==> src/rtl/box_norm_round.sv <==
// Rounds a signed multiplier product, drops the fractional bits and clamps it to an
// unsigned pixel on a two-stage valid/ready pipeline; also counts clamps and checks line lengths.
module box_norm_round #(
   parameter int DIN_W     = 28,
   parameter int FRAC_BITS = 16,
   parameter int DOUT_W    = 8,
   parameter int IMG_W     = 640
) (
   input  logic              ap_clk,
   input  logic              ap_rst_n,
   input  logic [DIN_W-1:0]  s_tdata,
   input  logic              s_tvalid,
   output logic              s_tready,
   input  logic              s_tuser,
   input  logic              s_tlast,
   output logic [DOUT_W-1:0] m_tdata,
   output logic              m_tvalid,
   input  logic              m_tready,
   output logic              m_tuser,
   output logic              m_tlast,
   output logic [15:0]       sat_cnt,
   output logic              line_err,
   input  logic              clr
);

   localparam logic [DIN_W:0] RND      = (DIN_W + 1)'(1) << (FRAC_BITS - 1);
   localparam logic [15:0]    LAST_COL = 16'(IMG_W - 1);

   // stage 1: rounded sum, one bit wider than the product so the offset cannot overflow
   logic                     v1_reg;
   logic signed [DIN_W:0]    sum_reg;
   logic                     user1_reg;
   logic                     last1_reg;
   logic [DIN_W:0]           sum_next;

   // stage 2: clamped pixel as presented downstream
   logic                     v2_reg;
   logic [DOUT_W-1:0]        data2_reg;
   logic                     user2_reg;
   logic                     last2_reg;
   logic                     sat2_reg;
   logic signed [DIN_W:0]    q_w;
   logic [DOUT_W-1:0]        data2_next;
   logic                     sat2_next;

   logic                     load1;
   logic                     load2;
   logic                     in_hs;
   logic                     out_hs;

   logic [15:0]              sat_cnt_reg;
   logic [15:0]              sat_cnt_next;
   logic                     line_err_reg;
   logic                     line_err_next;
   logic [15:0]              col_reg;
   logic [15:0]              col_next;
   logic [15:0]              col_cur;
   logic                     col_bad;

   // S2 frees up when empty or draining; S1 frees up when empty or moving into S2
   assign load2  = !v2_reg || m_tready;
   assign load1  = !v1_reg || load2;
   assign in_hs  = s_tvalid && load1;
   assign out_hs = v2_reg && m_tready;

   assign sum_next = {s_tdata[DIN_W-1], s_tdata} + RND;

   always_comb begin
      q_w        = sum_reg >>> FRAC_BITS;
      data2_next = q_w[DOUT_W-1:0];
      sat2_next  = 1'b0;
      if (q_w[DIN_W]) begin
         data2_next = '0;
         sat2_next  = 1'b1;
      end else if (|q_w[DIN_W-1:DOUT_W]) begin
         data2_next = '1;
         sat2_next  = 1'b1;
      end
   end

   always_ff @(posedge ap_clk) begin
      if (!ap_rst_n) begin
         v1_reg    <= 1'b0;
         sum_reg   <= '0;
         user1_reg <= 1'b0;
         last1_reg <= 1'b0;
      end else if (load1) begin
         v1_reg <= s_tvalid;
         if (s_tvalid) begin
            sum_reg   <= $signed(sum_next);
            user1_reg <= s_tuser;
            last1_reg <= s_tlast;
         end
      end
   end

   always_ff @(posedge ap_clk) begin
      if (!ap_rst_n) begin
         v2_reg    <= 1'b0;
         data2_reg <= '0;
         user2_reg <= 1'b0;
         last2_reg <= 1'b0;
         sat2_reg  <= 1'b0;
      end else if (load2) begin
         v2_reg <= v1_reg;
         if (v1_reg) begin
            data2_reg <= data2_next;
            user2_reg <= user1_reg;
            last2_reg <= last1_reg;
            sat2_reg  <= sat2_next;
         end
      end
   end

   // a frame start forces column 0; a line ends on tlast or on reaching the last column
   always_comb begin
      col_cur  = s_tuser ? 16'd0 : col_reg;
      col_next = col_reg;
      col_bad  = 1'b0;
      if (in_hs) begin
         if (s_tlast) begin
            col_bad  = (col_cur != LAST_COL);
            col_next = '0;
         end else if (col_cur == LAST_COL) begin
            col_bad  = 1'b1;
            col_next = '0;
         end else begin
            col_next = col_cur + 16'd1;
         end
      end
   end

   always_comb begin
      sat_cnt_next  = sat_cnt_reg;
      line_err_next = line_err_reg | col_bad;
      if (clr) begin
         sat_cnt_next  = '0;
         line_err_next = 1'b0;
      end else if (out_hs && sat2_reg && (sat_cnt_reg != 16'hFFFF)) begin
         sat_cnt_next = sat_cnt_reg + 16'd1;
      end
   end

   always_ff @(posedge ap_clk) begin
      if (!ap_rst_n) begin
         sat_cnt_reg  <= '0;
         line_err_reg <= 1'b0;
         col_reg      <= '0;
      end else begin
         sat_cnt_reg  <= sat_cnt_next;
         line_err_reg <= line_err_next;
         col_reg      <= col_next;
      end
   end

   assign s_tready = load1;
   assign m_tvalid = v2_reg;
   assign m_tdata  = data2_reg;
   assign m_tuser  = user2_reg;
   assign m_tlast  = last2_reg;
   assign sat_cnt  = sat_cnt_reg;
   assign line_err = line_err_reg;

endmodule

==> config.mk <==
export PLATFORM = sky130hd
export DESIGN_NAME = box_norm_round
export DESIGN_NICKNAME = d
export VERILOG_FILES = /design/src/rtl/box_norm_round.sv
export SDC_FILE = /design/constraint.sdc
export NUM_CORES = 1
export LEC_CHECK = 0
export CORE_MARGIN = 10
export CORE_UTILIZATION = 30
export DETAILED_ROUTE_END_ITERATION = 7
export SLEW_MARGIN = 10
export SYNTH_ARGS = -nofsm -noshare
export SYNTH_HDL_FRONTEND = slang
export SYNTH_SLANG_ARGS = --single-unit
export TNS_END_PERCENT = 100
==> constraint.sdc <==
create_clock -name ap_clk -period 5.9 [get_ports ap_clk]
set_clock_uncertainty 0.05 [all_clocks]
set_input_delay 1.77 -clock ap_clk [delete_from_list [all_inputs] [get_ports ap_clk]]
set_output_delay 1.77 -clock ap_clk [all_outputs]
set_load 0.03 [all_outputs]
==> results.cfg, run 1 <==
[run_status]
status = finished, final reports clean

[drt]
detail-route-antenna-nets = 0
first_pass_iters = 4
drc = 0
wirelength_mm = 7.47
drtIter0Drc = 164
vias = 2836
wl_per_cell_um = 13.3
routed_via_density = 5.04

[layout]
drive_above_1_share = 0.0605
fin_util = 0.387
syn2layout_area_growth_pct = 24.6
register_area_um2 = 1220
nNetsFinal = 463
n_antenna_cell = 0
fillers = 1026
multiInputGateArea_um2 = 1740

[timing]
tightest_slew_ns = 0.917
setup_viol = 0
period_share = 0.846
fmax_mhz = 200
fin_crit_ns = 4.99
rsz0062_at_grt = no
whs_ns = 0.405
timing_hold_violations_final = 0
tns_ns = 0
maxSlewViolCount = 0
fin_ws_ns = 0.907
slew_headroom = 0.388

[place]
hpwlAfterDp_mm = 5.33
gp_congestion = 0.829
io_buffers = 48
preCtsSetupSlack_ns = 0.896

[synth]
synth_commonest_cells = dfxtp_1 (61), nor2_1 (45), nand2_1 (41)
avgSynthCellArea_um2 = 8.00
ys_seq_area_frac = 0.399
synth_most_common_cell = dfxtp_1
yosysTopAreaCellShare = 0.399
yosysWarnings = 0
synth_edf_count = 0
synth_ff_type = dfxtp_1
synthCells = 383
synth_area_leaders = dfxtp_1 (40%), nor2_1 (5.5%), nand2_1 (5.0%), xnor2_1 (4.3%), a21oi_1 (4.1%)
synth_nets = 421
ys_seq_elements = 61
ys_async_sr_fraction = 0
synth_cell_types = 50
yosys.area.top_type = dfxtp_1
syn_area_um2 = 3060

[clocking]
clock_latency_ns = 0.34
postCtsSetupBuffers = 0
clk_pin_slew_ns = 0.07
cts_tree = done
cts_hold_buf = 0
clkSinkCount = 61
h-tree-depth = 3
cts_resized = 0
clock-root-buffer = clkbuf_8
clk_path_buf_depth = 2
numCtsBuffers = 9

[power_and_ir_drop]
worst_ir_drop_vdd_mv = 0.0909
p_clk_frac = 0.385
total_leakage_power_nw = 1.25
p_switching_w = 0.000237
power.sequential.fraction = 0.508
swShare = 0.277
combPwrFrac = 0.107
powerDensity_nw_per_um2 = 224
power.internal_w = 0.000618

[critical_path]
cp_slowest_cell = clkdlybuf4s50_1
end_kind = output port
cp.arrival_ns = 3.17
cp-start-kind = input pin
path_cells = clkdlybuf4s50_1 > nand3b_4 > clkdlybuf4s50_1
max_stage_delay_ns = 0.68
critPathKind = in -> out
reg2reg_slack_ns = 3.48
worst_path_most_repeated_cell = clkdlybuf4s50_1
required_ns = 4.08
critPathMaxFanout = 5
critPathTopFamily = buffers and inverters
critical_path_buf_inv_count = 2

[run]
cap_violations = 0

[floorplanning]
die_area_um2 = 14700
ios = 64
fp.dieW_um = 121
core-area_um2 = 9860
std_cell_rows = 36
die_h_um = 121
start_util = 0.311

[global_routing]
track_usage = 0.104
grt_max_degree = 38
grt_pass1_vias = 2747
grt-ovfl-total = 0
grt_pass1_wl_mm = 12.7
antenna_found_initial = 0

[hold_path]
holdCritPathClass = reg -> reg
path summary, 6_finish.rpt:
check,start,end,depth (start not counted)
setup / recovery,m_tready,s_tready,3
hold / removal,m_tdata[4]$_SDFFE_PN0P_,m_tdata[4]$_SDFFE_PN0P_,2
setup reg to reg,col_reg[0]$_SDFFE_PN0P_,col_reg[5]$_SDFFE_PN0P_,7
hold reg to reg,m_tdata[4]$_SDFFE_PN0P_,m_tdata[4]$_SDFFE_PN0P_,2
layout by cell type, fill, tap and decap left out, drive strengths merged, types with 13 or more instances in the layout:
cell           instances
o21ai                 15
nor2                  45
nor3                  13
a21oi                 25
nand3                 26
dfxtp                 61
clkdlybuf4s50         48
or3                   17
nand2                 42
xnor2                 15
cell type report:
class,instances,share of cell area
tap,133,0.0436
multi-input combinational,297,0.456
clock inverter,7,0.0138
clock buffer,9,0.0324
inverter,7,0.00688
timing repair buffer,49,0.128
sequential,61,0.320
kinds of logic after synthesis:
group / after synthesis / synth area share
flops: 61 / 0.399
compound gates: 70 / 0.138
mux: 4 / 0.0131
fa+ha+maj: 3 / 0.0123
simple gates: 198 / 0.341
xor+xnor: 22 / 0.0629
buf+inv: 25 / 0.0339
layer usage:
| metal | up-vias | wire length, µm | GRT usage |
|---|---|---|---|
| li1 | 1460 | - | - |
| met1 | 1299 | 3530 | 0.125 |
| met2 | 63 | 3320 | 0.167 |
| met3 | 14 | 473 | 0.0293 |
| met4 | 0 | 147 | 0.0498 |
| met5 | - | 0 | 0 |
power groups by stage:
| stage | Combinational (W) | Clock [W] | Sequential [W] |
|---|---|---|---|
| after floorplan | 0.0000460 | 0 | 0.000451 |
| after global placement | 0.0000916 | 0 | 0.000443 |
| after detailed placement | 0.0000929 | 0 | 0.000443 |
| after CTS | 0.0000931 | 0.000340 | 0.000434 |
| after global routing | 0.000103 | 0.000358 | 0.000436 |
| final | 0.0000917 | 0.000329 | 0.000434 |
worst min-delay path, delay by kind of cell, from the launching register on:
kind,cells,cell delay [ns]
compound gates,1,0.05
simple gates,1,0.05
flops,1,0.31
stage by stage:
stage	instance area (µm²)	instances	total power, W
finish	3820	563	0.000854
global route	3820	563	0.000897
CTS	3820	563	0.000867
detailed placement	3640	547	0.000536
global placement	3640	547	0.000535
floorplan	3060	383	0.000497
(Power assumes the default switching activity.)
==> run 2: changes to the inputs <==
==> constraint.sdc (replaced) <==
create_clock -name ap_clk -period 4 [get_ports ap_clk]
set_clock_uncertainty 0.05 [all_clocks]
set_input_delay 1.2 -clock ap_clk [delete_from_list [all_inputs] [get_ports ap_clk]]
set_output_delay 1.2 -clock ap_clk [all_outputs]
set_load 0.03 [all_outputs]
==> results.cfg, run 2 (synthesized netlist as in run 1, its figures left out) <==
[critical_path]
critPathKind = in -> out
max_stage_delay_ns = 0.68
cp-start-kind = input pin
path_cells = clkdlybuf4s50_1 > nand3b_4 > clkdlybuf4s50_1
end_kind = output port
worst_path_most_repeated_cell = clkdlybuf4s50_1
required_ns = 2.75
cp_slowest_cell = clkdlybuf4s50_1
critical_path_buf_inv_count = 2
cp.arrival_ns = 2.53
critPathMaxFanout = 5
critPathTopFamily = buffers and inverters

[clocking]
clock_latency_ns = 0.33
postCtsSetupBuffers = 0
h-tree-depth = 3
clock-root-buffer = clkbuf_8
cts_hold_buf = 0
clkSinkCount = 61
clk_path_buf_depth = 2
cts_resized = 0
numCtsBuffers = 9
cts_tree = done
clk_pin_slew_ns = 0.07

[layout]
n_antenna_cell = 0
mostFrequentLayoutCells = dfxtp_1 (61), clkdlybuf4s50_1 (48), nor2_1 (45), nand2_1 (41)
syn2layout_area_growth_pct = 27.5
drive_above_1_share = 0.0711
layout_commonest_cell = dfxtp_1
fillers = 1008
design_area_um2 = 3910
nNetsFinal = 470

[floorplanning]
core-area_um2 = 9860
std_cell_rows = 36
die_h_um = 121
fp.dieW_um = 121
start_util = 0.311
die_area_um2 = 14700
ios = 64

[timing]
tightest_slew_ns = 0.736
whs_ns = 0.402
period_share = 0.946
maxSlewViolCount = 0
slew_headroom = 0.506
setup_viol = 0
timing_hold_violations_final = 0
fmax_mhz = 264
rsz0062_at_grt = no
fin_crit_ns = 3.78
tns_ns = 0

[place]
postPlaceCellArea_um2 = 3690
hpwlAfterDp_mm = 5.44
gp_congestion = 0.837
io_buffers = 48

[global_routing]
antenna_found_initial = 0
grt-ovfl-total = 0
grt_pass1_wl_mm = 12.4
grt_pass1_vias = 2623
track_usage = 0.102
grt_max_degree = 38

[power_and_ir_drop]
worst_ir_drop_vdd_mv = 0.133
powerDensity_nw_per_um2 = 352
total_leakage_power_nw = 1.31

[drt]
wirelength_mm = 7.56
wl_per_cell_um = 13.3
vias = 2872
detail-route-antenna-nets = 0
drc = 0
drtIter0Drc = 207
routed_via_density = 5.05
first_pass_iters = 4

[run]
cap_violations = 0

[run_status]
status = finished, final reports clean

[hold_path]
holdCritPathClass = reg -> reg
-- run 2: changes by cell type in the layout (fill, tap and decap cells not counted), sizes merged --
cell    before  now
buf          1    8
clkinv       6    1
bufinv       0    2
clkbuf       9   11
-- run 2: report_power, final --
part	switching (W)	leakage [nW]	total (W)	internal, W
Combinational	0.0000787	0.703	0.000140	0.0000614
Clock	0.000233	0.105	0.000597	0.000363
Sequential	0.0000123	0.497	0.000640	0.000628
-- run 2: worst register-to-register path: cells and delay by family (launching register included) --
family / cells / cell delay [ns]
AOI/OAI and AO/OA: 1 / 0.17
adders and majority gates: 1 / 0.25
DFF: 1 / 0.36
and+or+nand+nor: 4 / 1.22
-- run 2: per-layer routing --
layer / vias to the layer above / wire length, µm / track usage
li1: 1470 / - / -
met1: 1327 / 3530 / 0.123
met2: 66 / 3420 / 0.163
met3: 9 / 480 / 0.0261
met4: 0 / 119 / 0.0520
met5: - / 0 / 0
-- run 2: metrics by stage --
stage	cells	utilization	power [W]	setup slack, ns
floorplan	383	-	0.000734	1.03
global placement	554	0.374	0.000794	0.225
detailed placement	554	0.374	0.000796	0.202
CTS	569	0.396	0.00140	0.200
global route	569	0.396	0.00144	0.167
finish	569	0.396	0.00138	0.215
-- run 2: layout make-up --
type	instances	area, µm²	area share
multi-input combinational	297	1740	0.445
sequential	61	1220	0.313
timing repair buffer	56	541	0.138
tap	133	166	0.0426
clock buffer	11	141	0.0362
clock inverter	4	72.6	0.0186
inverter	7	26.3	0.00672
-- run 2: worst paths after layout --
kind | slack, ns | from | cells after the start | end
min reg2reg | 0.40 | m_tdata[2]$_SDFFE_PN0P_ | 2 | m_tdata[2]$_SDFFE_PN0P_
min | 0.40 | m_tdata[2]$_SDFFE_PN0P_ | 2 | m_tdata[2]$_SDFFE_PN0P_
max reg2reg | 1.87 | col_reg[0]$_SDFFE_PN0P_ | 6 | col_reg[10]$_SDFFE_PN0P_
max | 0.22 | m_tready | 3 | s_tready
==> run 3: changes to the inputs <==
--- a/config.mk
+++ b/config.mk
@@ -8,6 +8,7 @@
 export CORE_MARGIN = 10
 export CORE_UTILIZATION = 30
 export DETAILED_ROUTE_END_ITERATION = 7
+export HOLD_SLACK_MARGIN = 0.15
 export SLEW_MARGIN = 10
 export SYNTH_ARGS = -nofsm -noshare
 export SYNTH_HDL_FRONTEND = slang
==> results of run 3 <==
Final layout, timing and power as in run 2 (identical DEF).
